**src/rtl/desequentializer_mono8_if.sv**
```systemverilog
// Control and AXI-Stream signal bundle for the Mono8 8->256 re-packer.
// The slave modport is the packer's view; the master modport is the view of whoever drives it.
interface desequentializer_mono8_if;
    logic         ap_start;
    logic         ap_idle;
    logic         ap_done;
    logic         s_axis_tvalid;
    logic         s_axis_tready;
    logic [7:0]   s_axis_tdata;
    logic         m_axis_tvalid;
    logic         m_axis_tready;
    logic [255:0] m_axis_tdata;
    logic [31:0]  m_axis_tkeep;
    logic         m_axis_tlast;

    modport slave (
        input  ap_start,
        output ap_idle,
        output ap_done,
        input  s_axis_tvalid,
        output s_axis_tready,
        input  s_axis_tdata,
        output m_axis_tvalid,
        input  m_axis_tready,
        output m_axis_tdata,
        output m_axis_tkeep,
        output m_axis_tlast
    );

    modport master (
        output ap_start,
        input  ap_idle,
        input  ap_done,
        output s_axis_tvalid,
        input  s_axis_tready,
        output s_axis_tdata,
        input  m_axis_tvalid,
        output m_axis_tready,
        input  m_axis_tdata,
        input  m_axis_tkeep,
        input  m_axis_tlast
    );
endinterface

```
**src/rtl/desequentializer_mono8.sv**
```systemverilog
// Packs a serial Mono8 pixel stream into 256-bit beats of 32 pixels, one frame per ap_start.
// The final beat of a frame is zero-padded, marked in tkeep and flagged with tlast.
module desequentializer_mono8 #(
    parameter int unsigned OUT_ROWS         = 20,
    parameter int unsigned OUT_COLS         = 20,
    parameter int unsigned PIXELS_PER_BURST = 32
) (
    input logic                    clk,
    input logic                    reset,
    desequentializer_mono8_if.slave bus_io
);

    localparam int unsigned NumPix = OUT_ROWS * OUT_COLS;
    localparam int unsigned PixW   = $clog2(NumPix + 1);
    localparam logic [PixW-1:0] LastPix = PixW'(NumPix - 1);

    generate
        if (PIXELS_PER_BURST != 32) begin : g_bad_burst
            $error("PIXELS_PER_BURST must be 32 (256-bit beat of 8-bit pixels)");
        end
        if (NumPix < 1) begin : g_bad_size
            $error("frame must contain at least one pixel");
        end
    endgenerate

    typedef enum logic [1:0] {
        StIdle,
        StFill,
        StSend
    } state_e;

    state_e           state_q, state_d;
    logic [4:0]       lane_q, lane_d;
    logic [PixW-1:0]  pix_q, pix_d;
    logic [31:0][7:0] pack_q, pack_d;
    logic [31:0]      keep_q, keep_d;
    logic             last_q, last_d;
    logic             done_q, done_d;

    logic s_hs;
    logic m_hs;

    assign s_hs = (state_q == StFill) && bus_io.s_axis_tvalid;
    assign m_hs = (state_q == StSend) && bus_io.m_axis_tready;

    // State register
    always_ff @(posedge clk) begin
        if (reset) begin
            state_q <= StIdle;
        end else begin
            state_q <= state_d;
        end
    end

    // Next-state logic
    always_comb begin
        state_d = state_q;
        unique case (state_q)
            StIdle: begin
                if (bus_io.ap_start) begin
                    state_d = StFill;
                end
            end
            StFill: begin
                if (s_hs && ((lane_q == 5'd31) || (pix_q == LastPix))) begin
                    state_d = StSend;
                end
            end
            StSend: begin
                if (m_hs) begin
                    state_d = last_q ? StIdle : StFill;
                end
            end
            default: state_d = StIdle;
        endcase
    end

    // Pack register, lane/pixel counters and frame flags
    always_comb begin
        lane_d = lane_q;
        pix_d  = pix_q;
        pack_d = pack_q;
        keep_d = keep_q;
        last_d = last_q;
        done_d = 1'b0;
        unique case (state_q)
            StIdle: begin
                if (bus_io.ap_start) begin
                    lane_d = '0;
                    pix_d  = '0;
                    pack_d = '0;
                    keep_d = '0;
                    last_d = 1'b0;
                end
            end
            StFill: begin
                if (s_hs) begin
                    pack_d[lane_q] = bus_io.s_axis_tdata;
                    keep_d[lane_q] = 1'b1;
                    lane_d         = lane_q + 5'd1;
                    pix_d          = pix_q + PixW'(1);
                    if (pix_q == LastPix) begin
                        last_d = 1'b1;
                    end
                end
            end
            StSend: begin
                // Clearing after every beat keeps padding lanes at zero and drops tlast in IDLE.
                if (m_hs) begin
                    lane_d = '0;
                    pack_d = '0;
                    keep_d = '0;
                    last_d = 1'b0;
                    done_d = last_q;
                end
            end
            default: ;
        endcase
    end

    always_ff @(posedge clk) begin
        if (reset) begin
            lane_q <= '0;
            pix_q  <= '0;
            pack_q <= '0;
            keep_q <= '0;
            last_q <= 1'b0;
            done_q <= 1'b0;
        end else begin
            lane_q <= lane_d;
            pix_q  <= pix_d;
            pack_q <= pack_d;
            keep_q <= keep_d;
            last_q <= last_d;
            done_q <= done_d;
        end
    end

    // Outputs
    always_comb begin
        bus_io.ap_idle       = (state_q == StIdle);
        bus_io.ap_done       = done_q;
        bus_io.s_axis_tready = (state_q == StFill);
        bus_io.m_axis_tvalid = (state_q == StSend);
        bus_io.m_axis_tdata  = pack_q;
        bus_io.m_axis_tkeep  = keep_q;
        bus_io.m_axis_tlast  = last_q;
    end

endmodule

```
**src/flat_wrapper.sv**
```systemverilog
// flat-port wrapper written by rule: the top's interface ports become plain ports
module desequentializer_mono8_flat 
#(
    parameter int unsigned OUT_ROWS         = 20,
    parameter int unsigned OUT_COLS         = 20,
    parameter int unsigned PIXELS_PER_BURST = 32
)
  (clk, reset, bus_io_ap_start, bus_io_ap_idle, bus_io_ap_done, bus_io_s_axis_tvalid, bus_io_s_axis_tready, bus_io_s_axis_tdata, bus_io_m_axis_tvalid, bus_io_m_axis_tready, bus_io_m_axis_tdata, bus_io_m_axis_tkeep, bus_io_m_axis_tlast);
  desequentializer_mono8_if bus_io_i ();
  input logic clk;
  input logic reset;
  input wire logic [$bits(bus_io_i.ap_start)-1:0] bus_io_ap_start;
  output wire logic [$bits(bus_io_i.ap_idle)-1:0] bus_io_ap_idle;
  output wire logic [$bits(bus_io_i.ap_done)-1:0] bus_io_ap_done;
  input wire logic [$bits(bus_io_i.s_axis_tvalid)-1:0] bus_io_s_axis_tvalid;
  output wire logic [$bits(bus_io_i.s_axis_tready)-1:0] bus_io_s_axis_tready;
  input wire logic [$bits(bus_io_i.s_axis_tdata)-1:0] bus_io_s_axis_tdata;
  output wire logic [$bits(bus_io_i.m_axis_tvalid)-1:0] bus_io_m_axis_tvalid;
  input wire logic [$bits(bus_io_i.m_axis_tready)-1:0] bus_io_m_axis_tready;
  output wire logic [$bits(bus_io_i.m_axis_tdata)-1:0] bus_io_m_axis_tdata;
  output wire logic [$bits(bus_io_i.m_axis_tkeep)-1:0] bus_io_m_axis_tkeep;
  output wire logic [$bits(bus_io_i.m_axis_tlast)-1:0] bus_io_m_axis_tlast;
  assign bus_io_i.ap_start = bus_io_ap_start;
  assign bus_io_ap_idle = bus_io_i.ap_idle;
  assign bus_io_ap_done = bus_io_i.ap_done;
  assign bus_io_i.s_axis_tvalid = bus_io_s_axis_tvalid;
  assign bus_io_s_axis_tready = bus_io_i.s_axis_tready;
  assign bus_io_i.s_axis_tdata = bus_io_s_axis_tdata;
  assign bus_io_m_axis_tvalid = bus_io_i.m_axis_tvalid;
  assign bus_io_i.m_axis_tready = bus_io_m_axis_tready;
  assign bus_io_m_axis_tdata = bus_io_i.m_axis_tdata;
  assign bus_io_m_axis_tkeep = bus_io_i.m_axis_tkeep;
  assign bus_io_m_axis_tlast = bus_io_i.m_axis_tlast;
  desequentializer_mono8 #(.OUT_ROWS(OUT_ROWS), .OUT_COLS(OUT_COLS), .PIXELS_PER_BURST(PIXELS_PER_BURST)) u_core (.clk(clk), .reset(reset), .bus_io(bus_io_i));
endmodule
```
**config.mk**
```make
export PLATFORM = sky130hd
export DESIGN_NAME = desequentializer_mono8_flat
export DESIGN_NICKNAME = d
export VERILOG_FILES = /design/src/rtl/desequentializer_mono8_if.sv /design/src/rtl/desequentializer_mono8.sv /design/src/flat_wrapper.sv
export SDC_FILE = /design/constraint.sdc
export NUM_CORES = 1
export LEC_CHECK = 0
export BUFFER_PORTS_ARGS = -buffer_cell sky130_fd_sc_hd__buf_4
export CORE_MARGIN = 4
export CORE_UTILIZATION = 30
export DETAILED_ROUTE_END_ITERATION = 6
export HOLD_SLACK_MARGIN = 0.02
export PLACE_DENSITY = 0.48
export SLEW_MARGIN = 20
export SYNTH_ARGS = -nofsm -noshare
export SYNTH_HDL_FRONTEND = slang
export SYNTH_SLANG_ARGS = --single-unit
```
**constraint.sdc**
```tcl
create_clock -name clk -period 5.3 [get_ports clk]
set_clock_uncertainty 0.1 [all_clocks]
set_input_delay 0.265 -clock clk [delete_from_list [all_inputs] [get_ports clk]]
set_output_delay 0.265 -clock clk [all_outputs]
set_load 0.005 [all_outputs]
```
* Word level (Yosys, flattened, before mapping)
Cells that the tools add are included.
** Word-level totals
- Register bits :: 306
** Cells by class
- Bitwise operators :: 3
- Reductions and logical operators :: 13
- Order comparisons :: 2
- Equality and inequality tests :: 9
- $add $sub $neg :: 2
- Multiplexer cells :: 30
** Operator list (number)
- $mux W256 :: 3
- $pmux W256 S3 :: 1
- $bwmux W256 :: 1
- $mux W32 :: 3
- $pmux W32 S3 :: 1
- $demux W8 S5 :: 1
- $or A32 B32 Y32 :: 1
- $mux W9 :: 2
- $pmux W9 S2 :: 1
- $mux W5 :: 3
- $pmux W5 S3 :: 1
- $add A9 B1 Y9 const B :: 1
- $eq A9 B9 Y1 const B :: 1
- $mux W8 :: 1
- $ne A2 B1 Y1 const B :: 4
- $lt A5 B6 Y1 const B :: 1
- $mux W1 :: 6
- $mux W2 :: 3
- $pmux W2 S3 :: 1
- $reduce_and A3 Y1 :: 2
- $add A5 B1 Y5 const B :: 1
- $demux W1 S5 :: 1
- $eq A5 B5 Y1 const B :: 1
- $ge A5 B1 Y1 const B :: 1
- other kinds (13) :: 17

* Longest topological paths before layout
Gate-level depths: netlist of run 1.
- Depth in word-level cells :: 7
- Depth in mapped cells :: 8

* Worst setup path after synthesis of run 1
Ideal clock, no wire load.
- Path kind :: reg-to-reg
- Start :: reg u_core.lane_q[0]
- End :: reg u_core.pack_q, in the netlist u_core.bus_io.m_axis_tdata[199]
- Data required time :: 5073 ps
- Buffers on the path :: 1
- Arrival :: 1521 ps
- Path slack :: 3552 ps
- Period minus slack after synthesis :: 1748 ps
- Setup time :: 127 ps
- Cell stages (with the launch flop) :: 8
- Cells stage by stage :: dfxtp_1 inv_1 ha_1 nor2b_1 a32oi_4 or2_1 clkbuf_1 o21ai_0
** Between the ends
- Cells in the longest elaborated chain, start to end :: 7
** Ends and longest elaborated chain
- start, declared :: line desequentializer_mono8.sv:33 : logic [4:0] lane_q, lane_d;
- start signal, assigned :: line desequentializer_mono8.sv:130 : lane_q <= lane_d;
- $lt A5 B6 Y1 (not written as such) / $ge A5 B1 Y1 (equally long branches) :: line desequentializer_mono8.sv:98 : pack_d[lane_q] = bus_io.s_axis_tdata;
- $logic_and A1 B1 Y1 (not written as such) :: line desequentializer_mono8.sv:98
- $mux W8 (not written as such) :: line desequentializer_mono8.sv:98
- $demux W8 S5 (*)
- $bwmux W256 (*) :: line desequentializer_mono8.sv:98
- $mux W256 (*) :: line desequentializer_mono8.sv:97 : if (s_hs) begin
- $pmux W256 S3 (*) :: line desequentializer_mono8.sv:86 : unique case (state_q)
- end signal, assigned :: line desequentializer_mono8.sv:132 : pack_q <= pack_d;
- end, declared :: line desequentializer_mono8.sv:35 : logic [31:0][7:0] pack_q, pack_d;
Mark *: on every way between the ends. The rest lies on a longest branch, timed or not. The select of a mux whose other input is x is not followed.
A chain may end at the register's enable or synchronous reset.

* Final worst setup path of run 1
- Start :: reg u_core.state_q[1]
- End :: reg u_core.pack_q, in the netlist u_core.bus_io.m_axis_tdata[239]
** Between the ends
- Cells in the longest elaborated chain, start to end :: 4
** Ends and longest elaborated chain
- start, declared :: line desequentializer_mono8.sv:32 : state_e state_q, state_d;
- start signal, assigned :: line desequentializer_mono8.sv:49 : state_q <= StIdle;
- start signal, assigned :: line desequentializer_mono8.sv:51 : state_q <= state_d;
- $eq A2 B2 Y1 / $eq A2 B1 Y1 (equally long branches) :: line desequentializer_mono8.sv:44, desequentializer_mono8.sv:86, desequentializer_mono8.sv:43
- $logic_and A1 B1 Y1, on equally long branches :: line desequentializer_mono8.sv:44, desequentializer_mono8.sv:43
- $ne A2 B1 Y1 (no source line)
- $reduce_and A4 Y1 (no source line)
Parallel ways exist; a longest one is shown, timed or not.

==> impl_metrics.tcl, run 1 <==
set metrics [dict create \
    fin_area_um2 14900 \
    finalHoldViolCount 0 \
    worstHoldPathCells 4 \
    power.switching_mw 1.08 \
    dr.pass1.iters 5 \
    crit_chain "nor2b_1 -> a32oi_4 -> buf_4 -> or2_0 -> o21ai_0" \
    place_area_um2 13800 \
    setup.worst_path.end "u_core.bus_io.m_axis_tdata[239]$_SDFFE_PP0P_" \
    slowest_delay_ps 790 \
    swShare_pct 22.7 \
    synth-warning-count 0 \
    worst-path-buf-inv 1 \
    setup.worst_path.start_class "flip-flop" \
    setup_tns_ps 0 \
    total_power_mw 4.77 \
    grt_max_degree 152 \
    synth_largest_area_cell "dfxtp_1" \
    grt_pass1_vias 9738 \
    setup_viol 0 \
    max_cap_viol_count 0 \
    insertion_delay_ps 520 \
    clkTransAtPathRegs_ps 60 \
    pwr-share-seq_pct 48.5 \
    cts_tree "built" \
    reg2reg_from "u_core.state_q[1]$_SDFFE_PP0P_" \
    worst_pin_slew_ps 1110 \
    synth_cell_types 45 \
    die-area_um2 41700 \
    criticalPathCategory "flip-flop to flip-flop" \
    wire_per_inst_um 21.7 \
    arrival_ps 3720 \
    num_io_pins 306 \
    drv_slew 0 \
    pwr-share-comb_pct 3.6 \
    ir_drop_mv 0.248 \
    die_h_um 204 \
    synth_edf_count 0 \
    fin_crit_ps 3410 \
    critPathLaunch "u_core.state_q[1]$_SDFFE_PP0P_" \
    reg2reg_to "u_core.bus_io.m_axis_tdata[239]$_SDFFE_PP0P_" \
    layout-drive-gt1-share_pct 27.7 \
    drt_iter0_drc 755 \
    cp_top_family "simple AND/OR/NAND/NOR gates" \
    nets 1406 \
    crit_path_end_kind "flip-flop" \
    slowest_stage "dfxtp_1" \
    area_growth_pct 28.8 \
    syn_inst 1175 \
    layout_setup_ws_ps 1890 \
    ctsHtreeMaxLevel 2 \
    routed_wl_mm 41.8 \
    postCtsSetupRepairBufs 0 \
    synth_top_cell_area_share_pct 53.0 \
    r2r_cells 5 \
    max_clock_freq_mhz 293 \
    synth_flop_cell "dfxtp_1" \
    clockPowerShare_pct 47.9 \
    ys_top_cells_by_area "dfxtp_1 (53%), o211ai_1 (17%), o21ai_0 (9.2%)" \
    routed-via-count 9941 \
    design.core.area_um2 37800 \
    initial_core_util_pct 30.5 \
    grt_usage_pct 19.2 \
    clock-root-buffer "clkbuf_16" \
    io_buffers 305 \
    grt_pass1_wl_mm 63.2 \
    leakagePower_nw 5.51 \
    crit_required_ps 5610 \
    viasPerCell 5.17 \
    grt-ovfl-total 0 \
    synth_area_per_cell_um2 9.84 \
    power_density_nw_per_um2 320 \
    clockBufferDepth 3 \
    outcome "completed" \
    place_ws_ps 1900 \
    dpl.hpwl_mm 25.5 \
    ys_ff_latch 306 \
    async_flop_share_pct 0 \
    hold_class "primary input to flip-flop" \
    fin_crit_sh_pct 64.3 \
    drc 0 \
    seq_area_frac_synth_pct 53.0 \
    cts_buffers 35 \
    synthesis.area_um2 11600 \
    rrSetupSlack_ps 1890 \
    p_int_mw 3.68 \
    grt_antenna_before_repair 0 \
    rows 71 \
    maxSlewHeadroom_pct 26.1 \
    crit_cells 5 \
    ant_nets 0 \
    critPathMaxFanout 44 \
    gp_congestion 0.752 \
    synth.net_count 1194 \
    cts.sinks 306 \
    die_w_um 204 \
    rsz0062_at_grt "no" \
]
[layer usage]
layer / GRT usage (%) / share of wire [%] / wire (µm) / up-vias
met5: 0 / 0 / 0 / -
met4: 5.84 / 3.0 / 1240 / 0
met3: 5.00 / 6.9 / 2890 / 61
met2: 30.6 / 46 / 19200 / 295
met1: 25.8 / 44 / 18500 / 4852
li1: - / - / - / 4733
[state kept, by name, indices dropped and copies added (netlist names)]
register	flops
u_core.pix_q	9
u_core.state_q	2
u_core.bus_io.m_axis_tlast	1
u_core.bus_io.ap_done	1
u_core.lane_q	5
u_core.bus_io.m_axis_tdata	256
u_core.bus_io.m_axis_tkeep	32
[metrics by stage]
stage          cells  util (%)  hold WS, ps
2_1_floorplan   1175         -          341
3_3_place_gp    1859      36.5          333
3_5_place_dp    1859      36.5          335
4_1_cts         1920      39.3         45.5
5_1_grt         1920      39.3         66.5
6_report        1921      39.3         71.2
[Yosys cell counts, types with 5 or more instances]
cell type,instances
dfxtp_1,306
o211ai_1,256
o21ai_0,213
buf_2,54
o21ai_1,46
clkbuf_1,45
inv_1,38
a21boi_1,32
buf_6,26
or2_1,20
nor2_1,15
nand2_1,13
buf_1,12
buf_4,10
nand3_1,9
or2_0,8
nor2b_1,7
ha_1,6
xnor2_1,6
and2_1,5
nand3b_1,5
[power by group through the flow]
stage	clock, mW	sequential, mW	combinational, mW
2_1_floorplan	0	2.36	0.123
3_3_place_gp	0	2.36	0.175
3_5_place_dp	0	2.36	0.175
4_1_cts	2.35	2.31	0.175
5_1_grt	2.45	2.31	0.186
6_report	2.28	2.31	0.173
[layout by cell type, fill, tap and decap left out, drive strengths merged, types with 13 or more instances in the layout]
master	count
buf	320
or2	28
nor2	15
inv	39
nand2	13
clkbuf	54
o21ai	260
o211ai	256
a21boi	33
dfxtp	306
[how the worst min path moves through the flow]
stage                                                            from                                          end  slack, ps
after CTS                                        bus_io_m_axis_tready               u_core.state_q[1]$_SDFFE_PP0P_         50
after global routing                             bus_io_m_axis_tready               u_core.state_q[1]$_SDFFE_PP0P_         70
after global placement     u_core.bus_io.m_axis_tkeep[8]$_SDFFE_PP0P_   u_core.bus_io.m_axis_tkeep[8]$_SDFFE_PP0P_        330
final                                            bus_io_m_axis_tready               u_core.state_q[1]$_SDFFE_PP0P_         70
after detailed placement  u_core.bus_io.m_axis_tkeep[21]$_SDFFE_PP0P_  u_core.bus_io.m_axis_tkeep[21]$_SDFFE_PP0P_        340
after floorplan            u_core.bus_io.m_axis_tkeep[0]$_SDFFE_PP0P_   u_core.bus_io.m_axis_tkeep[0]$_SDFFE_PP0P_        340
[worst min-delay path: cells and delay by family]
kind / cells / cell delay (ps)
buf+inv: 2 / 220
compound gates: 1 / 60
simple gates: 1 / 90
[area by class of cell]
cell class	count	area [µm²]
Clock inverter	5	28.8
Tap cell	511	639
Multi-Input combinational cell	684	4460
Clock buffer	54	1040
Antenna cell	1	2.50
Inverter	38	143
Sequential cell	306	6130
Fill cell	3847	23000
Timing Repair Buffer	322	2450
[kinds of logic after synthesis]
family,after synthesis,share of synthesized area [%]
AND/OR/NAND/NOR,100,4.87
XOR/XNOR,6,0.455
flip-flops,306,53.0
multiplexers,3,0.379
AO/OA/AOI/OAI,569,32.0
adder cells (fa/ha/maj),6,0.650
buffers and inverters,185,8.61
[what timing repair did]
action / 4_1_cts / 5_1_grt
hold buffers: 2 / 0
gates resized for setup: 0 / 0
hold endpoints to repair: 8 / 0
Note: power is estimated with default switching activity, not from simulation.
==> run 2: changes to the inputs <==
- PLACE_DENSITY: 0.48 -> 0.5
- clock period: 5.3 -> 3.05 ns (I/O delays scaled with it)
==> run 2 against run 1 <==
Effect of this change:
- sequential power increased by 74%
- critical path type unchanged
- total power increased by 78%
- clock-buffer cell count fell by 5
- worst setup slack got worse by 1500 ps
- global-route usage grew 0.49 points
- worst hold slack better by 36 ps
- cell count grew 1.1%
- flip-flop and latch count unchanged
- routed wire length grew 3.4%
- register-to-register slack lost 1500 ps
- die area did not move
==> impl_metrics.tcl, run 2 (synthesis results as in run 1) <==
set metrics [dict create \
    rrSetupSlack_ps 380 \
    nets 1430 \
    design.core.area_um2 37800 \
    area_growth_pct 31.9 \
    cts.sinks 306 \
    clock-root-buffer "clkbuf_16" \
    slowest_delay_ps 760 \
    crit_path_end_kind "flip-flop" \
    die_w_um 204 \
    fin_crit_ps 2670 \
    insertion_delay_ps 510 \
    grt-ovfl-total 0 \
    worst_pin_slew_ps 992 \
    initial_core_util_pct 30.5 \
    power_density_nw_per_um2 557 \
    wire_per_inst_um 22.2 \
    final_common_cell "buf_4" \
    maxSlewHeadroom_pct 33.9 \
    reg2reg_from "u_core.state_q[0]$_SDFFE_PP0P_" \
    cts_buffers 36 \
    critPathMaxFanout 16 \
    crit_required_ps 3380 \
    fin_cells 1942 \
    rsz0062_at_grt "no" \
    num_io_pins 306 \
    ctsHtreeMaxLevel 2 \
    criticalPathCategory "flip-flop to flip-flop" \
    io_buffers 305 \
    setup.worst_path.start_class "flip-flop" \
    crit_chain "inv_1 -> nor3_2 -> nand2_2 -> buf_4 -> o21ai_0" \
    cts_tree "built" \
    clockBufferDepth 3 \
    grt_max_degree 108 \
    routed-via-count 10100 \
    setup_viol 0 \
    fin_crit_sh_pct 87.4 \
    drv_slew 0 \
    antennaDiodeCount 0 \
    rows 71 \
    dr.pass1.iters 7 \
    max_clock_freq_mhz 375 \
    drc 0 \
    finalHoldWorstSlack_ps 107 \
    clkTransAtPathRegs_ps 60 \
    grt_pass1_wl_mm 64.5 \
    dpl.hpwl_mm 27.8 \
    grt_antenna_before_repair 1 \
    max_cap_viol_count 0 \
    die_h_um 204 \
    finalHoldViolCount 0 \
    holdCritStartpoint "bus_io_s_axis_tdata[3]" \
    grt_pass1_vias 9851 \
    ant_nets 0 \
    postCtsResizedCells 0 \
    drt_iter0_drc 603 \
    grt_usage_pct 19.7 \
    slowest_stage "nor3_2" \
    routed_wl_mm 43.2 \
    critPathLaunch "u_core.state_q[0]$_SDFFE_PP0P_" \
    dp.cells 1878 \
    die-area_um2 41700 \
    gp_congestion 0.787 \
    total_power_mw 8.49 \
    leakagePower_nw 5.69 \
    arrival_ps 3000 \
    setup_tns_ps 0 \
    largest_reg_flops 256 \
    layout-drive-gt1-share_pct 28.7 \
    hold_class "primary input to flip-flop" \
    final_cell_mix "buf_4 (327), dfxtp_1 (306), o211ai_1 (256)" \
    ir_drop_mv 0.312 \
    viasPerCell 5.20 \
    outcome "completed" \
]
[run 2: through the flow]
stage                     area (µm²)  worst slack, ps  util, %
final                          15200              383     40.3
after floorplan                11600             1300        -
after detailed placement       14100              326     37.2
after global routing           15200              120     40.3
after global placement         14100              400     37.2
after CTS                      15200              313     40.3
[run 2: final cells by class]
cell class | count | area [µm²]
clock buffers | 49 | 1010
clock inverters | 9 | 103
fillers | 3781 | 22600
inverters | 38 | 143
multi-input cells | 684 | 4470
flip-flops and latches | 306 | 6130
well taps | 511 | 639
repair buffers | 345 | 2760
[run 2: final timing paths]
path                                                       end  cells after the start
setup / recovery  u_core.bus_io.m_axis_tdata[110]$_SDFFE_PP0P_                      5
setup reg to reg  u_core.bus_io.m_axis_tdata[110]$_SDFFE_PP0P_                      5
hold reg to reg    u_core.bus_io.m_axis_tkeep[12]$_SDFFE_PP0P_                      2
hold / removal    u_core.bus_io.m_axis_tdata[251]$_SDFFE_PP0P_                      3
[run 2: where the power goes]
part | internal [mW] | switching, mW
Clock | 2.48 | 1.67
Sequential | 4.01 | 0.00894
Combinational | 0.0909 | 0.243
Total | 6.57 | 1.92
[run 2: timing repair]
| item | in CTS | in global routing |
|---|---|---|
| hold endpoints to repair | 16 | 0 |
| setup buffers | 0 | 0 |
| hold buffers | 6 | 0 |
[run 2: layer usage]
metal	part of all wire, %	routed length [µm]	global-route usage [%]
met2	46	20000	31.1
met5	0.046	20	0
met4	2.6	1120	5.74
met3	6.5	2810	4.90
met1	44	19200	26.9
[run 2: critical path: cells and delay by family, from the launching register on]
family	cells	cell delay (ps)
AO/OA/AOI/OAI	1	180
AND/OR/NAND/NOR	2	1280
flip-flops	1	520
buffers and inverters	2	490
==> run 3: changes to the inputs <==
--- a/config.mk
+++ b/config.mk
@@ -13,2 +13,3 @@
 export PLACE_DENSITY = 0.5
+export RECOVER_POWER = 25
 export SLEW_MARGIN = 20
==> constraint.sdc (replaced) <==
create_clock -name clk -period 3.05 [get_ports clk]
set_clock_uncertainty 0.1 [all_clocks]
set_input_delay 0 -clock clk [delete_from_list [all_inputs] [get_ports clk]]
set_output_delay 0 -clock clk [all_outputs]
set_load 0.005 [all_outputs]
==> run 3 against run 2 <==
Effect of this change:
- flip-flop and latch count unchanged
- non-clock buffer count increased by 4
- routed wire length is essentially flat
- via count increased by 0.23%
- sequential share of layout area rose by 0.41 points
- combinational power about the same
- worst hold slack got worse by 80 ps
- clock power hardly changed
- die area unchanged
- highest routed layer unchanged
- critical path depth stayed put
- total power is essentially flat
==> impl_metrics.tcl, run 3 (synthesis results as in run 1) <==
set metrics [dict create \
    cp_top_family "simple AND/OR/NAND/NOR gates" \
    slowest_stage "nor3_2" \
    drt_iter0_drc 541 \
    clkTransAtPathRegs_ps 60 \
    final_common_cell "dfxtp_1" \
    rsz0062_at_grt "no" \
    criticalPathCategory "flip-flop to flip-flop" \
    die_w_um 204 \
    nets 1434 \
    grt_max_degree 108 \
    grt-ovfl-total 0 \
    final_cell_mix "dfxtp_1 (306), o211ai_1 (256), o21ai_0 (213)" \
    critPathMaxFanout 17 \
    layout-drive-gt1-share_pct 25.0 \
    grt_usage_pct 19.7 \
    cts_tree "built" \
    fin_crit_ps 2670 \
    ant_nets 0 \
    io_buffers 305 \
    maxSlewHeadroom_pct 30.5 \
    worst_pin_slew_ps 1040 \
    grt_pass1_wl_mm 64.6 \
    finalHoldViolCount 0 \
    die-area_um2 41700 \
    die_h_um 204 \
    crit_chain "inv_1 -> nor3_2 -> nand2_2 -> buf_12 -> o21ai_0" \
    area_growth_pct 30.5 \
    rrSetupSlack_ps 380 \
    max_clock_freq_mhz 375 \
    crit_required_ps 3380 \
    drc 0 \
    dr.pass1.iters 4 \
    final_util_pct 39.9 \
    fin_area_um2 15100 \
    outcome "completed" \
    postCtsSetupRepairBufs 0 \
    routed_wl_mm 43.2 \
    drv_slew 0 \
    cts_buffers 36 \
    routed-via-count 10100 \
    max_cap_viol_count 0 \
    rows 71 \
    ir_drop_mv 0.309 \
    setup_viol 0 \
    viasPerCell 5.20 \
    antennaDiodeCount 0 \
    arrival_ps 3000 \
    leakagePower_nw 5.43 \
    design.core.area_um2 37800 \
    grt_pass1_vias 9877 \
    setup.worst_path.start_class "flip-flop" \
    clockBufferDepth 3 \
    num_io_pins 306 \
    wire_per_inst_um 22.2 \
    power_density_nw_per_um2 563 \
    layout_setup_ws_ps 382 \
    ctsHtreeMaxLevel 2 \
    nFillCells 3824 \
    grt_antenna_before_repair 1 \
    worst-path-buf-inv 2 \
    dpl.hpwl_mm 27.8 \
    multiInputGateArea_um2 4470 \
    setup_tns_ps 0 \
    initial_core_util_pct 30.5 \
    clock-root-buffer "clkbuf_16" \
    top_layer "met5" \
    slowest_delay_ps 760 \
    place_area_um2 14100 \
    seqCellArea_um2 6130 \
    wl_met1_mm 19.2 \
    wl_met2_mm 20.1 \
    cts.sinks 306 \
    gp_congestion 0.787 \
    largest_reg_flops 256 \
    crit_path_end_kind "flip-flop" \
    insertion_delay_ps 510 \
    place_ws_ps 326 \
    fin_crit_sh_pct 87.5 \
    hold_class "primary input to flip-flop" \
    wl_met3_mm 2.75 \
]
-- run 3: cell count changes in the layout (fill, tap and decap cells not counted), sizes merged --
cell	delta
buf	-149
dlygate4sd3	+4
clkbuf	+149
-- run 3: path summary, 6_finish.rpt --
kind	from	to	cells past startpoint
worst min-delay path	bus_io_s_axis_tdata[2]	u_core.bus_io.m_axis_tdata[98]$_SDFFE_PP0P_	3
worst max-delay path	u_core.state_q[0]$_SDFFE_PP0P_	u_core.bus_io.m_axis_tdata[69]$_SDFFE_PP0P_	5
worst min register to register	u_core.bus_io.m_axis_tkeep[29]$_SDFFE_PP0P_	u_core.bus_io.m_axis_tkeep[29]$_SDFFE_PP0P_	2
worst max register to register	u_core.state_q[0]$_SDFFE_PP0P_	u_core.bus_io.m_axis_tdata[69]$_SDFFE_PP0P_	5
-- run 3: area by class of cell --
| class | count | share of cell area (%) |
|---|---|---|
| clock buffers | 49 | 6.70 |
| inverters | 38 | 0.945 |
| clock inverters | 9 | 0.680 |
| repair buffers | 349 | 17.2 |
| multi-input cells | 684 | 29.6 |
| well taps | 511 | 4.24 |
| flip-flops and latches | 306 | 40.6 |
-- run 3: worst reg2reg max path: stages (launching register included) --
cell,delay [ps]
dfxtp_1,520
inv_1,160
nor3_2,760
nand2_2,520
buf_12,340
o21ai_0,200
-- run 3: where the power goes --
group | switching (mW) | internal (mW) | leakage, nW
sequential | 0.00883 | 4.01 | 2.46
combinational | 0.243 | 0.0929 | 2.42
clock | 1.67 | 2.48 | 0.539
-- run 3: repair_timing --
action / CTS / global route
resized for setup: 0 / 0
hold buffers: 10 / 0
hold endpoints to repair: 47 / 0
-- run 3: per-stage QoR --
stage	power [mW]	hold slack, ps	instances
4_1_cts	8.61	32.6	1946
6_report	8.50	27.7	1946
2_1_floorplan	4.31	81.0	1175
5_1_grt	8.79	59.7	1946
3_5_place_dp	4.44	206	1878
3_3_place_gp	4.44	197	1878
-- run 3: metal layers --
metal,GRT usage [%],vias up
met5,0,-
li1,-,4811
met3,4.92,57
met2,31.1,312
met4,5.72,2
met1,26.9,4944
